--- config.mk ---
export PLATFORM = sky130hd
export DESIGN_NAME = gpio_in_ctrl
export DESIGN_NICKNAME = d
export VERILOG_FILES = /design/src/rtl/gpio_pkg.sv /design/src/rtl/gpio_debounce_bit.sv /design/src/rtl/gpio_in_ctrl.sv
export SDC_FILE = /design/constraint.sdc
export NUM_CORES = 1
export LEC_CHECK = 0
export BUFFER_PORTS_ARGS = -buffer_cell sky130_fd_sc_hd__buf_4
export CAP_MARGIN = 20
export CORE_MARGIN = 4
export CORE_UTILIZATION = 47
export DETAILED_ROUTE_END_ITERATION = 6
export PLACE_DENSITY = 0.63
export SLEW_MARGIN = 20
export SYNTH_ARGS = -nofsm -noshare
export SYNTH_HDL_FRONTEND = slang
export SYNTH_SLANG_ARGS = --single-unit
--- constraint.sdc ---
create_clock -name clk -period 4.18 [get_ports clk]
set_clock_uncertainty 0.2 [all_clocks]
set_input_delay 0.418 -clock clk [delete_from_list [all_inputs] [get_ports clk]]
set_output_delay 0.418 -clock clk [all_outputs]
set_load 0.005 [all_outputs]
--- src/rtl/gpio_pkg.sv ---
// Shared definitions for the GPIO input port: register offsets, default window base
// and the debounce counter sizing helper.
package gpio_pkg;

    localparam logic [1:0] GPIO_IN_DATA  = 2'd0;
    localparam logic [1:0] GPIO_IN_RISE  = 2'd1;
    localparam logic [1:0] GPIO_IN_FALL  = 2'd2;
    localparam logic [1:0] GPIO_IN_IRQEN = 2'd3;

    localparam logic [31:0] GPIO_BASE_ADDR = 32'h0000_0100;

    // Counter must hold DEBOUNCE_CYCLES-1; never narrower than one bit.
    function automatic int cnt_width(input int cycles);
        return (cycles > 1) ? $clog2(cycles) : 1;
    endfunction

endpackage

--- src/rtl/gpio_debounce_bit.sv ---
// One input pin: two-flop synchroniser, persistence counter and accepted level,
// with single-cycle rise/fall strobes on the edge where the accepted level changes.
module gpio_debounce_bit
    import gpio_pkg::*;
#(
    parameter int DEBOUNCE_CYCLES = 16
) (
    input  logic clk,
    input  logic rst,
    input  logic pin,
    output logic stable,
    output logic rise,
    output logic fall
);

    localparam int CW = cnt_width(DEBOUNCE_CYCLES);
    localparam logic [CW-1:0] CNT_MAX = CW'(DEBOUNCE_CYCLES - 1);

    logic          s1_reg;
    logic          s2_reg;
    logic          stable_reg;
    logic [CW-1:0] cnt_reg;
    logic          accept;

    // The synchronised level has differed from the accepted one long enough.
    assign accept = (s2_reg != stable_reg) && (cnt_reg == CNT_MAX);

    always_ff @(posedge clk or negedge rst) begin
        if (!rst) begin
            s1_reg     <= 1'b0;
            s2_reg     <= 1'b0;
            stable_reg <= 1'b0;
            cnt_reg    <= '0;
        end else begin
            s1_reg <= pin;
            s2_reg <= s1_reg;
            if (s2_reg == stable_reg) begin
                cnt_reg <= '0;
            end else if (accept) begin
                stable_reg <= s2_reg;
                cnt_reg    <= '0;
            end else begin
                cnt_reg <= cnt_reg + CW'(1);
            end
        end
    end

    assign stable = stable_reg;
    assign rise   = accept & s2_reg;
    assign fall   = accept & ~s2_reg;

endmodule

--- src/rtl/gpio_in_ctrl.sv ---
// Memory-mapped GPIO input port: per-pin debouncers, sticky W1C edge flags,
// interrupt enable register, combinational read mux and level interrupt.
module gpio_in_ctrl
    import gpio_pkg::*;
#(
    parameter int          WIDTH           = 32,
    parameter int          DEBOUNCE_CYCLES = 16,
    parameter logic [31:0] BASE_ADDR       = GPIO_BASE_ADDR
) (
    input  logic             clk,
    input  logic             rst,
    input  logic [WIDTH-1:0] pin_in,
    input  logic [31:0]      Address,
    input  logic [31:0]      Wdata,
    input  logic             MemW,
    output logic             sel,
    output logic [31:0]      Rdata,
    output logic             irq
);

    logic [WIDTH-1:0] data_stable;
    logic [WIDTH-1:0] rise_pulse;
    logic [WIDTH-1:0] fall_pulse;
    logic [WIDTH-1:0] rise_reg;
    logic [WIDTH-1:0] fall_reg;
    logic [WIDTH-1:0] irq_en_reg;
    logic [WIDTH-1:0] rise_clr;
    logic [WIDTH-1:0] fall_clr;
    logic [1:0]       offset;
    logic             wr_en;
    logic             unused_bits;

    genvar gi;
    generate
        for (gi = 0; gi < WIDTH; gi++) begin : g_bit
            gpio_debounce_bit #(
                .DEBOUNCE_CYCLES(DEBOUNCE_CYCLES)
            ) u_bit (
                .clk   (clk),
                .rst   (rst),
                .pin   (pin_in[gi]),
                .stable(data_stable[gi]),
                .rise  (rise_pulse[gi]),
                .fall  (fall_pulse[gi])
            );
        end
    endgenerate

    assign sel    = (Address[31:4] == BASE_ADDR[31:4]);
    assign offset = Address[3:2];
    assign wr_en  = MemW & sel;

    // Byte lane bits and store data above WIDTH play no part in the register file.
    assign unused_bits = ^{Address[1:0], Wdata};

    assign rise_clr = (wr_en && offset == GPIO_IN_RISE) ? Wdata[WIDTH-1:0] : '0;
    assign fall_clr = (wr_en && offset == GPIO_IN_FALL) ? Wdata[WIDTH-1:0] : '0;

    // New edges are OR-ed in after the clear so a same-cycle set survives.
    always_ff @(posedge clk or negedge rst) begin
        if (!rst) begin
            rise_reg   <= '0;
            fall_reg   <= '0;
            irq_en_reg <= '0;
        end else begin
            rise_reg <= (rise_reg & ~rise_clr) | rise_pulse;
            fall_reg <= (fall_reg & ~fall_clr) | fall_pulse;
            if (wr_en && offset == GPIO_IN_IRQEN) begin
                irq_en_reg <= Wdata[WIDTH-1:0];
            end
        end
    end

    always_comb begin
        Rdata = '0;
        if (sel) begin
            case (offset)
                GPIO_IN_DATA:  Rdata[WIDTH-1:0] = data_stable;
                GPIO_IN_RISE:  Rdata[WIDTH-1:0] = rise_reg;
                GPIO_IN_FALL:  Rdata[WIDTH-1:0] = fall_reg;
                default:       Rdata[WIDTH-1:0] = irq_en_reg;
            endcase
        end
    end

    assign irq = |((rise_reg | fall_reg) & irq_en_reg);

endmodule

Word level (Yosys, flattened, before mapping) --
Cells that the tools add are included.
Word-level totals: register bits after elaboration 320, bits in latches 0, memory bits (writable) 0, ROM bits 0, input bits 99, output and inout port bits 34, logic and storage cells 537, memories kept 0
Cells by class: add/sub/neg operators 32, $mul 0, divide/modulo/power cells 0, magnitude comparators 0, equality and inequality tests 100, shifts and indexed selects 0, multiplexer cells 68, bitwise operators 137, reduce and logical (&&, ||, !) cells 69
Operator list (count):
- $mux 4 | 64
- $add 4x1->4 const B | 32
- $eq 4x4->1 const B | 32
- $and 32x32->32 | 3
- $mux 32 | 3
- $or 32x32->32 | 3
- $pmux 32 s3 | 1
- $and 1x1->1 | 65
- $not 1->1 | 64
- $not 32->32 | 2
- $reduce_and 2->1 | 32
- $logic_and 1x1->1 | 35
- $eq 1x1->1 | 32
- $ne 1x1->1 | 32
- $reduce_or 32->1 | 1
- $eq 28x5->1 const B | 1
- $eq 2x2->1 const B | 2
- $eq 2x1->1 const B | 1
- $logic_not 2->1 | 1

Depth between registers and ports, before layout --
word-level depth 7, mapped depth 7, depth with buffers taken out 4

Modules after synthesis --
From an unflattened synthesis, not the netlist that was laid out.
Unflattened totals: cell total of the unflattened synthesis 1166, area, all modules 14456.4 um^2
Modules (own cells, without submodules):
- gpio_debounce_bit at g_bit[10].u_bit ... | times used 31, cells an instance 22, area each 295.3 um^2, sequential area each 175.2 um^2
- gpio_in_ctrl | times used 1, cells an instance 464, area each 5017.3 um^2, sequential area each 2402.3 um^2
- gpio_debounce_bit at g_bit[0].u_bit | times used 1, cells an instance 20, area each 285.3 um^2, sequential area each 175.2 um^2

Worst setup path before layout --
Ideal clock, no wire load.
path type input to output, from in Address[2], to out Rdata[10], arrival 1.674 ns, data required time 3.562 ns, path slack 1.888 ns, stages 5, path buffers 3, cell sequence buf_4 > buf_2 > clkbuf_1 > mux4_2 > and3_1
Between the ends: cells in the longest elaborated chain, start to end 3, elaborated cells between the ends (all ways) 5, classes of those cells 2 x eq/ne; 2 x mux; 1 x reduce/logical
Ends and longest elaborated chain:
- start, declared | line gpio_in_ctrl.sv:13 | input logic [31:0] Address,
- $eq 2x2->1 (tied with other cells) | line gpio_in_ctrl.sv:77 | case (offset)
- $pmux 32 s3 (*) | line gpio_in_ctrl.sv:77
- $mux 32 (*) | line gpio_in_ctrl.sv:76 | if (sel) begin
- end, declared | line gpio_in_ctrl.sv:17 | output logic [31:0] Rdata,
Every way passes the cells marked *; elsewhere a longest branch is shown, timed or not.

Worst setup path after layout --
from reg fall_reg[24], to out irq
Between the ends: cells in the longest elaborated chain, start to end 3
Ends and longest elaborated chain:
- start, declared | line gpio_in_ctrl.sv:25 | logic [WIDTH-1:0] fall_reg;
- start signal, assigned | line gpio_in_ctrl.sv:67 | fall_reg <= (fall_reg & ~fall_clr) | fall_pulse;
- $or 32x32->32 | line gpio_in_ctrl.sv:86 | assign irq = |((rise_reg | fall_reg) & irq_en_reg);
- $and 32x32->32 | line gpio_in_ctrl.sv:86
- $reduce_or 32->1 | line gpio_in_ctrl.sv:86
- end, declared | line gpio_in_ctrl.sv:18 | output logic irq
Every way passes these cells.

==> impl_metrics.toml <==
[outcome]
outcome = "finished clean"

[min_path]
min_path_type = "reg -> reg"

[global_route]
overflow = 0
grt_pass1_vias = 9832
antenna_found_initial = 1
grt_max_degree = 121
track_usage_pct = 18.7
grt_pass1_wl_um = 50700

[timing]
worst_slack_ps = 1090
period_share_pct = 74.0
slew_headroom_pct = 37.2
maxSlewViolCount = 0
setup_viol = 0
fin_setup_tns_ps = 0
worst_pin_slew_ps = 942
fmax_ghz = 0.323
layout_min_cycle_time_ps = 3090
rsz0062_at_grt = "false"
hold_viol_final = 0

[place]
port_buffers = 130
post-place-cells = 1611
place_hpwl_um = 19800
finalWeightedCongestion = 0.772
place_ws_ps = 990

[logic_synthesis]
synth_edf_count = 0
avgSynthCellArea_sq_um = 12.7
postSynthCellCount = 1109
async_flop_share_pct = 100
ys_ff_latch = 320
syn-cell-area_sq_um = 14100
synth_flop_cell = "dfrtp_1"
synth_area_leaders = "dfrtp_1 (57%), nor2b_1 (7.0%), mux4_2 (5.1%), a221o_1 (4.4%), mux2_4 (3.2%)"
yosysMostFrequentCell = "dfrtp_1"
yosysTopAreaCellShare_pct = 56.7
synth_commonest_cells = "dfrtp_1 (320), nor2b_1 (159), nor2_1 (64), o21ai_0 (63)"
yosysTopAreaCell = "dfrtp_1"
syn_nets = 1240
ys_seq_area_share_pct = 56.7
synth.distinct_cells = 35
yosysWarnings = 0

[die]
io_pins = 133
die_w_um = 181
rows = 63
core_sq_um = 29600
die_area_sq_um = 32900
die_y_um = 181
start_util_pct = 47.7

[layout]
fin_util_pct = 58.3
syn2layout_area_growth_pct = 22.3
stdcell_count = 1738
drive_gt1_share_pct = 21.8
num-fill-cells = 2476
largest_register_ff_count = 128
fin_nets = 1455

[clock_tree]
root_buffer = "clkbuf_16"
cts_buffer_depth = 3
htreeDepth = 2
cts_resized = 0
clock_latency_ps = 500
cts_buffers = 36
cts_tree = "done"
clk_pin_slew_ps = 60
cts_sinks = 320

[power_and_ir_drop]
leakage_nw = 7.88
p_int_w = 0.00526
powerDensity_nw_per_um2 = 393
sequentialPowerShare_pct = 49.0
clkPwrFrac_pct = 44.0
irDropWorstVdd_uv = 249
combPwrFrac_pct = 7.0
p_sw_share_pct = 22.4
p_switching_w = 0.00152

[critical_path]
worst-endpoint-required_ps = 3560
cp_max_fo = 4
crit_arrival_ps = 2480
cp-start-kind = "flop"
worstSetupPathType = "reg -> out"
cp-end-kind = "output port"

[routing]
avgViaCountPerCell = 5.48
totalWireLength_um = 30400
dr.pass1.iters = 4
post-route-drc-count = 0
routedWlPerCell_um = 17.5
final_antenna_net_count = 0
drtIter0Drc = 518
dr_total_vias = 9516

[job]
maxCapViolCount = 0
==> layout make-up <==
type / count / area, sq um / share of cell area, %
Sequential cell: 320 / 8010 / 46.4
Tap cell: 390 / 488 / 2.82
Inverter: 32 / 120 / 0.695
Antenna cell: 1 / 2.50 / 0.0145
Clock buffer: 52 / 1040 / 6.03
Clock inverter: 9 / 72.6 / 0.420
Timing Repair Buffer: 203 / 1730 / 10.0
Multi-Input combinational cell: 731 / 5810 / 33.6
==> stage by stage <==
step / area, sq um / total power [W] / hold slack, ps
finish: 17300 / 0.00678 / 145
global route: 17300 / 0.00709 / 151
CTS: 17300 / 0.00688 / 148
global placement: 15500 / 0.00380 / 132
detailed placement: 15500 / 0.00381 / 135
floorplan: 14100 / 0.00359 / -77.6
==> routing by layer <==
layer,up-vias,share of wire (%),track usage [%]
met2,146,49,31.6
met5,-,0,0
li1,4492,-,-
met4,0,1.6,4.26
met1,4843,46,25.9
met3,35,3.5,2.62
==> layout by cell type (no fill, tap or decap), drive strengths merged, types with 32 or more instances in the layout <==
master / count
dlygate4sd3: 65
nor2b: 159
nor2: 64
mux2: 64
inv: 32
dfrtp: 320
and3: 64
ha: 32
o21ai: 63
clkbuf: 52
a221o: 62
a21oi: 62
buf: 138
mux4: 32
==> path summary, 6_finish.rpt <==
kind	start	to	slack, ps	cells past startpoint
min in group asynchronous	rst	g_bit[14].u_bit.cnt_reg[3]$_DFF_PN0_	370	2
max in group asynchronous	rst	g_bit[2].u_bit.s1_reg$_DFF_PN0_	2460	3
worst max-delay path	fall_reg[24]$_DFF_PN0_	irq	1090	5
worst min-delay path	g_bit[24].u_bit.s1_reg$_DFF_PN0_	g_bit[24].u_bit.s2_reg$_DFF_PN0_	140	0
worst min register to register	g_bit[24].u_bit.s1_reg$_DFF_PN0_	g_bit[24].u_bit.s2_reg$_DFF_PN0_	140	0
worst max register to register	g_bit[18].u_bit.cnt_reg[0]$_DFF_PN0_	rise_reg[18]$_DFF_PN0_	2630	3
==> kinds of logic (layout without fill, tap and decap cells) <==
| family | Yosys count | count (layout) | share of synthesized area [%] |
|---|---|---|---|
| compound gates | 189 | 189 | 8.95 |
| buf+inv | 58 | 296 | 2.18 |
| flops | 320 | 320 | 56.7 |
| mux | 96 | 96 | 11.0 |
| xor+xnor | 34 | 34 | 2.11 |
| simple gates | 380 | 380 | 16.2 |
| other cells | 0 | 1 | 0 |
| fa+ha+maj | 32 | 32 | 2.83 |
==> what timing repair did <==
item | CTS | global route
endpoints found under the hold margin | 181 | 0
hold buffers | 65 | 0
buffers inserted | 0 | 0
setup endpoints to repair | 0 | 0
==> power groups by stage <==
| stage | clock (W) | sequential (W) | combinational, W |
|---|---|---|---|
| after global placement | 0 | 0.00337 | 0.000423 |
| after global routing | 0.00321 | 0.00334 | 0.000538 |
| after CTS | 0.00307 | 0.00332 | 0.000483 |
| after detailed placement | 0 | 0.00338 | 0.000430 |
| final | 0.00298 | 0.00333 | 0.000472 |
| after floorplan | 0 | 0.00335 | 0.000238 |
==> critical path, cell delays in order, from the launching register on <==
cell     delay, ps
dfrtp_1        410
o21ai_0        310
nand4_1        220
nor4_1         650
nand2_1        210
buf_4          180
Note: power is estimated with default switching activity, not from simulation.
